<file path="config.mk">
export PLATFORM = sky130hd
export DESIGN_NAME = flash_write_scheduler
export DESIGN_NICKNAME = d
export VERILOG_FILES = /design/src/rtl/flash_write_scheduler.sv
export SDC_FILE = /design/constraint.sdc
export NUM_CORES = 1
export LEC_CHECK = 0
export CAP_MARGIN = 20
export CORE_MARGIN = 2
export CORE_UTILIZATION = 47
export CTS_BUF_LIST = sky130_fd_sc_hd__clkbuf_8 sky130_fd_sc_hd__clkbuf_16
export DETAILED_ROUTE_END_ITERATION = 6
export GPL_TIMING_DRIVEN = 1
export PLACE_DENSITY = 0.88
export SYNTH_ARGS = -nofsm -noshare
export SYNTH_HDL_FRONTEND = slang
export SYNTH_SLANG_ARGS = --single-unit
</file>
<file path="constraint.sdc">
create_clock -name clk -period 6.9 [get_ports clk]
set_input_delay 0.69 -clock clk [delete_from_list [all_inputs] [get_ports clk]]
set_output_delay 0.69 -clock clk [all_outputs]
set_load 0.02 [all_outputs]
</file>
<file path="src/rtl/flash_write_scheduler.sv">
// flash_write_scheduler: round-robin drain of the sensor FIFOs into the single SPI flash write
// port. Each grant writes up to BURST_LEN words at sequential byte addresses that wrap at
// LIMIT_ADDR. After a stop request the scheduler keeps arbitrating until every FIFO is empty,
// then reports acquisition_done.
// Optional feature: define BURST_HEADER_EN to write a header word {8'hA5, sensor index} at the
// start of every grant. The header uses an address slot but does not count toward BURST_LEN.
module flash_write_scheduler #(
    parameter int unsigned           SENSOR_COUNT = 3,
    parameter int unsigned           DATA_WIDTH   = 16,
    parameter int unsigned           ADDR_WIDTH   = 24,
    parameter int unsigned           BURST_LEN    = 4,
    parameter logic [ADDR_WIDTH-1:0] BASE_ADDR    = 24'h000000,
    parameter logic [ADDR_WIDTH-1:0] LIMIT_ADDR   = 24'hFFFFFF
) (
    input  logic                               clk,
    input  logic                               rst_n,
    input  logic                               start_acquisition,
    input  logic                               stop_acquisition,
    input  logic [SENSOR_COUNT-1:0]            fifo_empty,
    input  logic [SENSOR_COUNT*DATA_WIDTH-1:0] fifo_data,
    output logic [SENSOR_COUNT-1:0]            fifo_read,
    input  logic                               flash_write_ready,
    output logic                               flash_write_start,
    output logic [DATA_WIDTH-1:0]              flash_write_data,
    output logic [ADDR_WIDTH-1:0]              flash_write_addr,
    output logic [$clog2(SENSOR_COUNT)-1:0]    active_sensor,
    output logic                               acquisition_done
);

    localparam int unsigned IdxW = $clog2(SENSOR_COUNT);
    localparam int unsigned CntW = $clog2(BURST_LEN + 1);
    localparam logic [ADDR_WIDTH:0] Step = (ADDR_WIDTH + 1)'(DATA_WIDTH / 8);
    // Highest address from which a full word still fits below LIMIT_ADDR.
    localparam logic [ADDR_WIDTH:0] WrapThr = {1'b0, LIMIT_ADDR} - Step + (ADDR_WIDTH + 1)'(1);
    localparam logic [CntW-1:0] BurstMax = CntW'(BURST_LEN);
    localparam logic [IdxW-1:0] LastIdx = IdxW'(SENSOR_COUNT - 1);

    typedef enum logic [3:0] {
        StIdle,
        StArb,
`ifdef BURST_HEADER_EN
        StHdr,
`endif
        StPop,
        StCap,
        StWait,
        StWr,
        StFall,
        StRise,
        StDone
    } state_e;

    state_e                  state_q, state_d;
    logic [IdxW-1:0]         ptr_q, ptr_d;
    logic [IdxW-1:0]         grant_q, grant_d;
    logic [CntW-1:0]         cnt_q, cnt_d;
    logic [ADDR_WIDTH-1:0]   addr_q, addr_d;
    logic [DATA_WIDTH-1:0]   data_q, data_d;
    logic                    stop_q, stop_d;
    logic                    hdr_pending;
    logic                    found;
    logic [IdxW-1:0]         pick;
    int unsigned             scan_idx;
    logic [ADDR_WIDTH:0]     addr_inc;

`ifdef BURST_HEADER_EN
    logic hdr_q, hdr_d;
    assign hdr_pending = hdr_q;
`else
    assign hdr_pending = 1'b0;
`endif

    // State register and datapath registers with synchronous reset.
    always_ff @(posedge clk) begin
        if (!rst_n) begin
            state_q <= StIdle;
            ptr_q   <= '0;
            grant_q <= '0;
            cnt_q   <= '0;
            addr_q  <= BASE_ADDR;
            data_q  <= '0;
            stop_q  <= 1'b0;
`ifdef BURST_HEADER_EN
            hdr_q   <= 1'b0;
`endif
        end else begin
            state_q <= state_d;
            ptr_q   <= ptr_d;
            grant_q <= grant_d;
            cnt_q   <= cnt_d;
            addr_q  <= addr_d;
            data_q  <= data_d;
            stop_q  <= stop_d;
`ifdef BURST_HEADER_EN
            hdr_q   <= hdr_d;
`endif
        end
    end

    // Round-robin search: first non-empty FIFO at or after the pointer, wrapping.
    always_comb begin
        found    = 1'b0;
        pick     = ptr_q;
        scan_idx = 0;
        for (int unsigned k = 0; k < SENSOR_COUNT; k++) begin
            scan_idx = (32'(ptr_q) + k) % SENSOR_COUNT;
            if (!found && !fifo_empty[scan_idx]) begin
                found = 1'b1;
                pick  = IdxW'(scan_idx);
            end
        end
    end

    // Next-state and register-update logic.
    always_comb begin
        state_d  = state_q;
        ptr_d    = ptr_q;
        grant_d  = grant_q;
        cnt_d    = cnt_q;
        addr_d   = addr_q;
        data_d   = data_q;
        stop_d   = stop_q | stop_acquisition;
        addr_inc = {1'b0, addr_q} + Step;
`ifdef BURST_HEADER_EN
        hdr_d    = hdr_q;
`endif
        unique case (state_q)
            StIdle, StDone: begin
                // Outside a session stop is ignored unless it arrives together with start.
                stop_d = 1'b0;
                if (start_acquisition) begin
                    state_d = StArb;
                    stop_d  = stop_acquisition;
                    addr_d  = BASE_ADDR;
                    ptr_d   = '0;
                end
            end
            StArb: begin
                if (found) begin
                    grant_d = pick;
                    cnt_d   = '0;
`ifdef BURST_HEADER_EN
                    state_d = StHdr;
`else
                    state_d = StPop;
`endif
                end else if (stop_q) begin
                    state_d = StDone;
                end
            end
`ifdef BURST_HEADER_EN
            StHdr: begin
                data_d  = {8'hA5, (DATA_WIDTH - 8)'(grant_q)};
                hdr_d   = 1'b1;
                state_d = flash_write_ready ? StWr : StWait;
            end
`endif
            StPop: begin
                cnt_d   = cnt_q + CntW'(1);
`ifdef BURST_HEADER_EN
                hdr_d   = 1'b0;
`endif
                state_d = StCap;
            end
            StCap: begin
                data_d  = fifo_data[grant_q*DATA_WIDTH +: DATA_WIDTH];
                state_d = flash_write_ready ? StWr : StWait;
            end
            StWait: begin
                if (flash_write_ready) state_d = StWr;
            end
            StWr: begin
                // Ready may already have dropped by the end of the start cycle.
                state_d = flash_write_ready ? StFall : StRise;
            end
            StFall: begin
                if (!flash_write_ready) state_d = StRise;
            end
            StRise: begin
                if (flash_write_ready) begin
                    addr_d = (addr_inc > WrapThr) ? BASE_ADDR : addr_inc[ADDR_WIDTH-1:0];
                    if ((hdr_pending || cnt_q < BurstMax) && !fifo_empty[grant_q]) begin
                        state_d = StPop;
                    end else begin
                        ptr_d   = (grant_q == LastIdx) ? '0 : grant_q + IdxW'(1);
                        state_d = StArb;
                    end
                end
            end
            default: state_d = StIdle;
        endcase
    end

    // Outputs decoded from the current state.
    always_comb begin
        fifo_read = '0;
        if (state_q == StPop) fifo_read[grant_q] = 1'b1;
        flash_write_start = (state_q == StWr);
        acquisition_done  = (state_q == StDone);
    end

    assign flash_write_data = data_q;
    assign flash_write_addr = addr_q;
    assign active_sensor    = grant_q;

endmodule

</file>
=== Yosys cells after proc, flatten, opt, wreduce, memory -nomap -nowiden ===
Cells that the tools add are included.

* Output and inout bits: 47
* Bits of input ports: 56
* Register bits: 52
* Word-level logic and storage cells: 97

* Order comparisons: 7
* Eq/ne operators: 16
* Mux-type cells: 40
* Shifts and indexed selects: 1
* Reduce and logical (&&, ||, !) cells: 17
* $add $sub $neg: 5
* Divide/modulo/power cells: 3
* Bitwise gates (word level): 1

{| class="wikitable"
|+ Operators with widths
! cell !! number
|-
| 32-bit by 3-bit < comparator with 1-bit output (second input constant) || 3
|-
| 24-bit two-way mux || 3
|-
| 32-bit by 2-bit remainder unit with 32-bit output (second input constant) || 2
|-
| 24-bit one-hot mux with 2 select lines || 1
|-
| 48-bit by 7-bit variable part select with 16-bit output || 1
|-
| 2-bit by 2-bit remainder unit with 32-bit output (second input constant) || 1
|-
| 4-bit one-hot mux with 8 select lines || 1
|-
| 24-bit by 2-bit adder with 25-bit output (second input constant) || 1
|-
| 25-bit by 24-bit > comparator with 1-bit output (second input constant) || 1
|-
| 4-bit two-way mux || 6
|-
| 4-bit by 3-bit equality test with 1-bit output (second input constant) || 4
|-
| 2-bit two-way mux || 8
|-
| 1-bit two-way mux || 12
|-
| 2-bit != test (second input constant) || 6
|-
| 1-bit binary-select mux with 2-bit select || 4
|-
| 4-bit by 2-bit equality test with 1-bit output (second input constant) || 2
|-
| 3-bit two-way mux || 2
|-
| 3-bit one-hot mux with 2 select lines || 1
|-
| 5-bit AND reduction || 1
|-
| 4-bit by 1-bit equality test with 1-bit output (second input constant) || 1
|-
| 4-bit equality test (second input constant) || 1
|-
| 1-bit logical AND || 4
|-
| 1-bit zero test || 4
|-
| 4-bit zero test || 1
|-
| other kinds (17) || 19
|}

=== Logic depth before layout (Yosys ltp) ===
* Depth after elaboration: 12
* Mapped depth: 10
* Gate-level depth less buffers: 9

=== Worst setup path after synthesis ===
Ideal clock, no wire load.

* Path kind: flip-flop to flip-flop
* Start point: register addr_q[1], in the netlist flash_write_addr[1]
* End point: register addr_q[12], in the netlist flash_write_addr[12]
* Stages on the path, launching flop included: 11
* Setup time: 0.131 ns
* Period minus slack after synthesis: 2.725 ns
* Required time: 6.769 ns
* Slack: 4.175 ns
* Path buffers: 2
* Arrival time: 2.593 ns
* Cells stage by stage: dfxtp_1 ha_1 nand2_1 or2_0 clkbuf_1 or4_1 a221oi_2 a211oi_2 buf_6 a31oi_1 mux2i_1

* Cells in the longest elaborated chain, start to end: 5

{| class="wikitable"
|+ RTL lines
! what !! line !! RTL
|-
| start, declared || 57 || <nowiki>logic [ADDR_WIDTH-1:0] addr_q, addr_d;</nowiki>
|-
| start signal, assigned || 91 || <nowiki>addr_q <= addr_d;</nowiki>
|-
| 24-bit by 2-bit adder with 25-bit output * || 123 || <nowiki>addr_inc = {1'b0, addr_q} + Step;</nowiki>
|-
| 25-bit by 24-bit > comparator with 1-bit output || 181 || <nowiki>addr_d = (addr_inc > WrapThr) ? BASE_ADDR : addr_inc[ADDR_WIDTH-1:0];</nowiki>
|-
| 24-bit two-way mux * || 181 ||
|-
| 24-bit two-way mux * || 180 || <nowiki>if (flash_write_ready) begin</nowiki>
|-
| 24-bit one-hot mux with 2 select lines * || 127 || <nowiki>unique case (state_q)</nowiki>
|}

Mark *: on every way between the ends. The rest lies on a longest branch, timed or not. The select of a mux whose other input is x is not followed.
A chain may end at the register's enable or synchronous reset.

=== Worst setup path in the final report ===
* Start point: register state_q[1]
* End point: output port fifo_read[1]

* Cells in the longest elaborated chain, start to end: 2

{| class="wikitable"
|+ RTL lines
! what !! line !! RTL
|-
| start, declared || 53 || <nowiki>state_e state_q, state_d;</nowiki>
|-
| start signal, assigned || 76 || <nowiki>state_q <= StIdle;</nowiki>
|-
| start signal, assigned || 87 || <nowiki>state_q <= state_d;</nowiki>
|-
| 4-bit by 2-bit equality test with 1-bit output || 197 || <nowiki>if (state_q == StPop) fifo_read[grant_q] = 1'b1;</nowiki>
|-
| 3-bit two-way mux || 197 ||
|-
| end, declared || 21 || <nowiki>output logic [SENSOR_COUNT-1:0] fifo_read,</nowiki>
|}

Every way passes these cells.

==> out/results.ini <==
[grt]
grt_pass1_wl_um=15400
grt_pass1_vias=3315
grtUsageTotal=0.244
grt_max_degree=33
grt-ovfl-total=0
antenna_found_initial=0

[worst_setup_path]
cp-endpoint=fifo_read[1]
critPathLaunchType=register
cp.arrival_ns=2.39
slowest_stage=nor4b_1
path_max_fanout=13
cpPeakStageDelay_ns=0.66
cp-end-kind=output pin
crit_type=register to output pin
reg2reg_slack_ns=3.85
r2r-end=flash_write_addr[20]$_SDFFE_PN0P_
cp.required_ns=6.21
cp-startpoint=state_q[1]$_SDFFE_PN0P_
crit_chain=nor4b_1 > and3_1 > clkdlybuf4s50_1
worst_r2r_path_depth=9
r2r_start=flash_write_addr[1]$_SDFFE_PN0P_

[sta]
slew_violations=0
worstMarginPinSlew_ns=1.05
rsz0062_at_grt=no
worst_slack_ns=3.82
fmax_ghz=0.324
finalSetupViolCount=0
post-route-period-util=0.447
hold_viol_final=0
skew_ns=0.0123
finalCriticalPeriod_ns=3.08
slew_headroom=0.297
tns_ns=0

[layout]
final_layout_size_suffix_gt1_frac=0.0529
area.growth.synth_to_final_pct=34.2
n_antenna_cell=0
fin_util=0.651
final_common_cell=clkdlybuf4s50_1
final_nets=571
layout_common_cells=clkdlybuf4s50_1 (101), dfxtp_1 (51), nor2_1 (47)
fin_area_mm2=0.00442

[floorplanning]
io_pins=103
start_util=0.485
die_h_um=87.7
die_w_um=87.7
rows=30
die_area_mm2=0.00770
coreArea_mm2=0.00679

[status]
outcome=finished clean

[synthesis]
syn_area_per_cell_um2=7.68
yosys-top-cells-area=dfxtp_1 (31%), mux2i_1 (8.2%), nor2_1 (5.4%), a21oi_1 (4.7%), nand2_1 (4.2%)
synth_area_mm2=0.00330
postSynthCellCount=429
yosysTopAreaCell=dfxtp_1
synth_edf_count=0
synthFlopType=dfxtp_1
synth-seq-cells=51
synth_cell_types=64
synth_nets=491
async_flop_share=0
synth_top_area_frac=0.310
yosys_warnings=0
ys_seq_area_frac=0.310

[pwr]
pwr_density_cell_mw_per_mm2=160
leakage_uw=0.00141
power_uw=708
peakVddDrop_uv=96.7

[drt]
via_per_inst=5.90
drt-pass1-iter-count=6
drt.antenna.violating_nets=0
wirelength_um=9590
vias=3575
first_iter_violations=208
avgRoutedWirePerCell_um=15.8
route.detailed.drc=0

[min_path]
worstHoldStart=stop_q$_SDFF_PN0_
hp-class=register to register

[clock_tree]
cts_buffer_depth=2
cts-htree-levels=2
hold_buffers=0
cts_tree=built
numCtsBuffers=5
ctsResizeCount=0
clock_latency_ns=0.31
clk_pin_slew_ns=0.10
cts_setup_buffers=0
numClockSinks=51
cts-root-buf=clkbuf_8

[placement]
io_buffers=101
gp_congestion=0.945
hpwl_um=7000
place_ws_ns=3.95
dpl-instance-area_mm2=0.00432

[job]
maxCapViolations=0

[critical path, delay by kind of cell, from the launching register on]
| kind | cells | cell delay (ns) |
|---|---|---|
| flip-flops | 1 | 0.56 |
| buffers and inverters | 1 | 0.62 |
| AND/OR/NAND/NOR | 2 | 0.92 |
[Yosys cell counts, types with 6 or more instances]
cell	count
a211oi_1	16
a21oi_1	31
a31oi_1	7
clkbuf_1	26
dfxtp_1	51
ha_1	6
inv_1	15
mux2i_1	27
nand2_1	37
nand2b_1	6
nand3_1	22
nand3b_1	6
nand4_1	6
nor2_1	47
nor3_1	9
nor4_1	8
o211ai_1	6
o21ai_0	11
o21ai_1	11
or3_1	7
[sequential cells by signal, summed over array words and instances (netlist names)]
register / cells
active_sensor: 2
cnt_q: 3
flash_write_addr: 23
flash_write_data: 16
ptr_q: 2
state_q: 4
stop_q: 1
[where the power goes]
part           switching, µW  internal, µW  total (µW)
Clock                    109          74.9         184
Sequential              17.8           310         327
Combinational            100          95.8         196
Total                    227           480         708
[layout make-up]
cell class,count,area (µm²)
fill,558,2370
timing repair buffer,106,1050
tap,96,120
clock inverter,3,26.3
sequential,51,1020
inverter,15,56.3
multi-input combinational,330,2080
clock buffer,5,68.8
[worst min path at each step]
stage / endpoint / slack, ns / depth (start not counted)
finish: stop_q$_SDFF_PN0_ / 0.47 / 2
global route: stop_q$_SDFF_PN0_ / 0.50 / 2
CTS: stop_q$_SDFF_PN0_ / 0.47 / 2
detailed placement: stop_q$_SDFF_PN0_ / 0.45 / 2
global placement: stop_q$_SDFF_PN0_ / 0.44 / 2
floorplan: stop_q$_SDFF_PN0_ / 0.43 / 2
[per-stage QoR]
stage	hold slack, ns	instances
after floorplan	0.432	429
after detailed placement	0.452	597
after global placement	0.444	597
after global routing	0.505	606
after CTS	0.465	605
final	0.466	606
[routing by layer]
layer / track usage / vias up / wire (µm)
li1: - / 1728 / -
met4: 0.0825 / 0 / 252
met5: 0 / - / 0
met1: 0.314 / 1707 / 4080
met3: 0.0368 / 22 / 376
met2: 0.419 / 118 / 4880
[cells by family after synthesis]
| family | after synthesis | synth area share |
|---|---|---|
| flops | 51 | 0.310 |
| fa+ha+maj | 6 | 0.0228 |
| compound gates | 111 | 0.226 |
| xor+xnor | 10 | 0.0266 |
| buf+inv | 48 | 0.0596 |
| mux | 28 | 0.0854 |
| simple gates | 174 | 0.269 |
| other cells | 1 | 0.00114 |
Power figures use the tool's default switching activity.
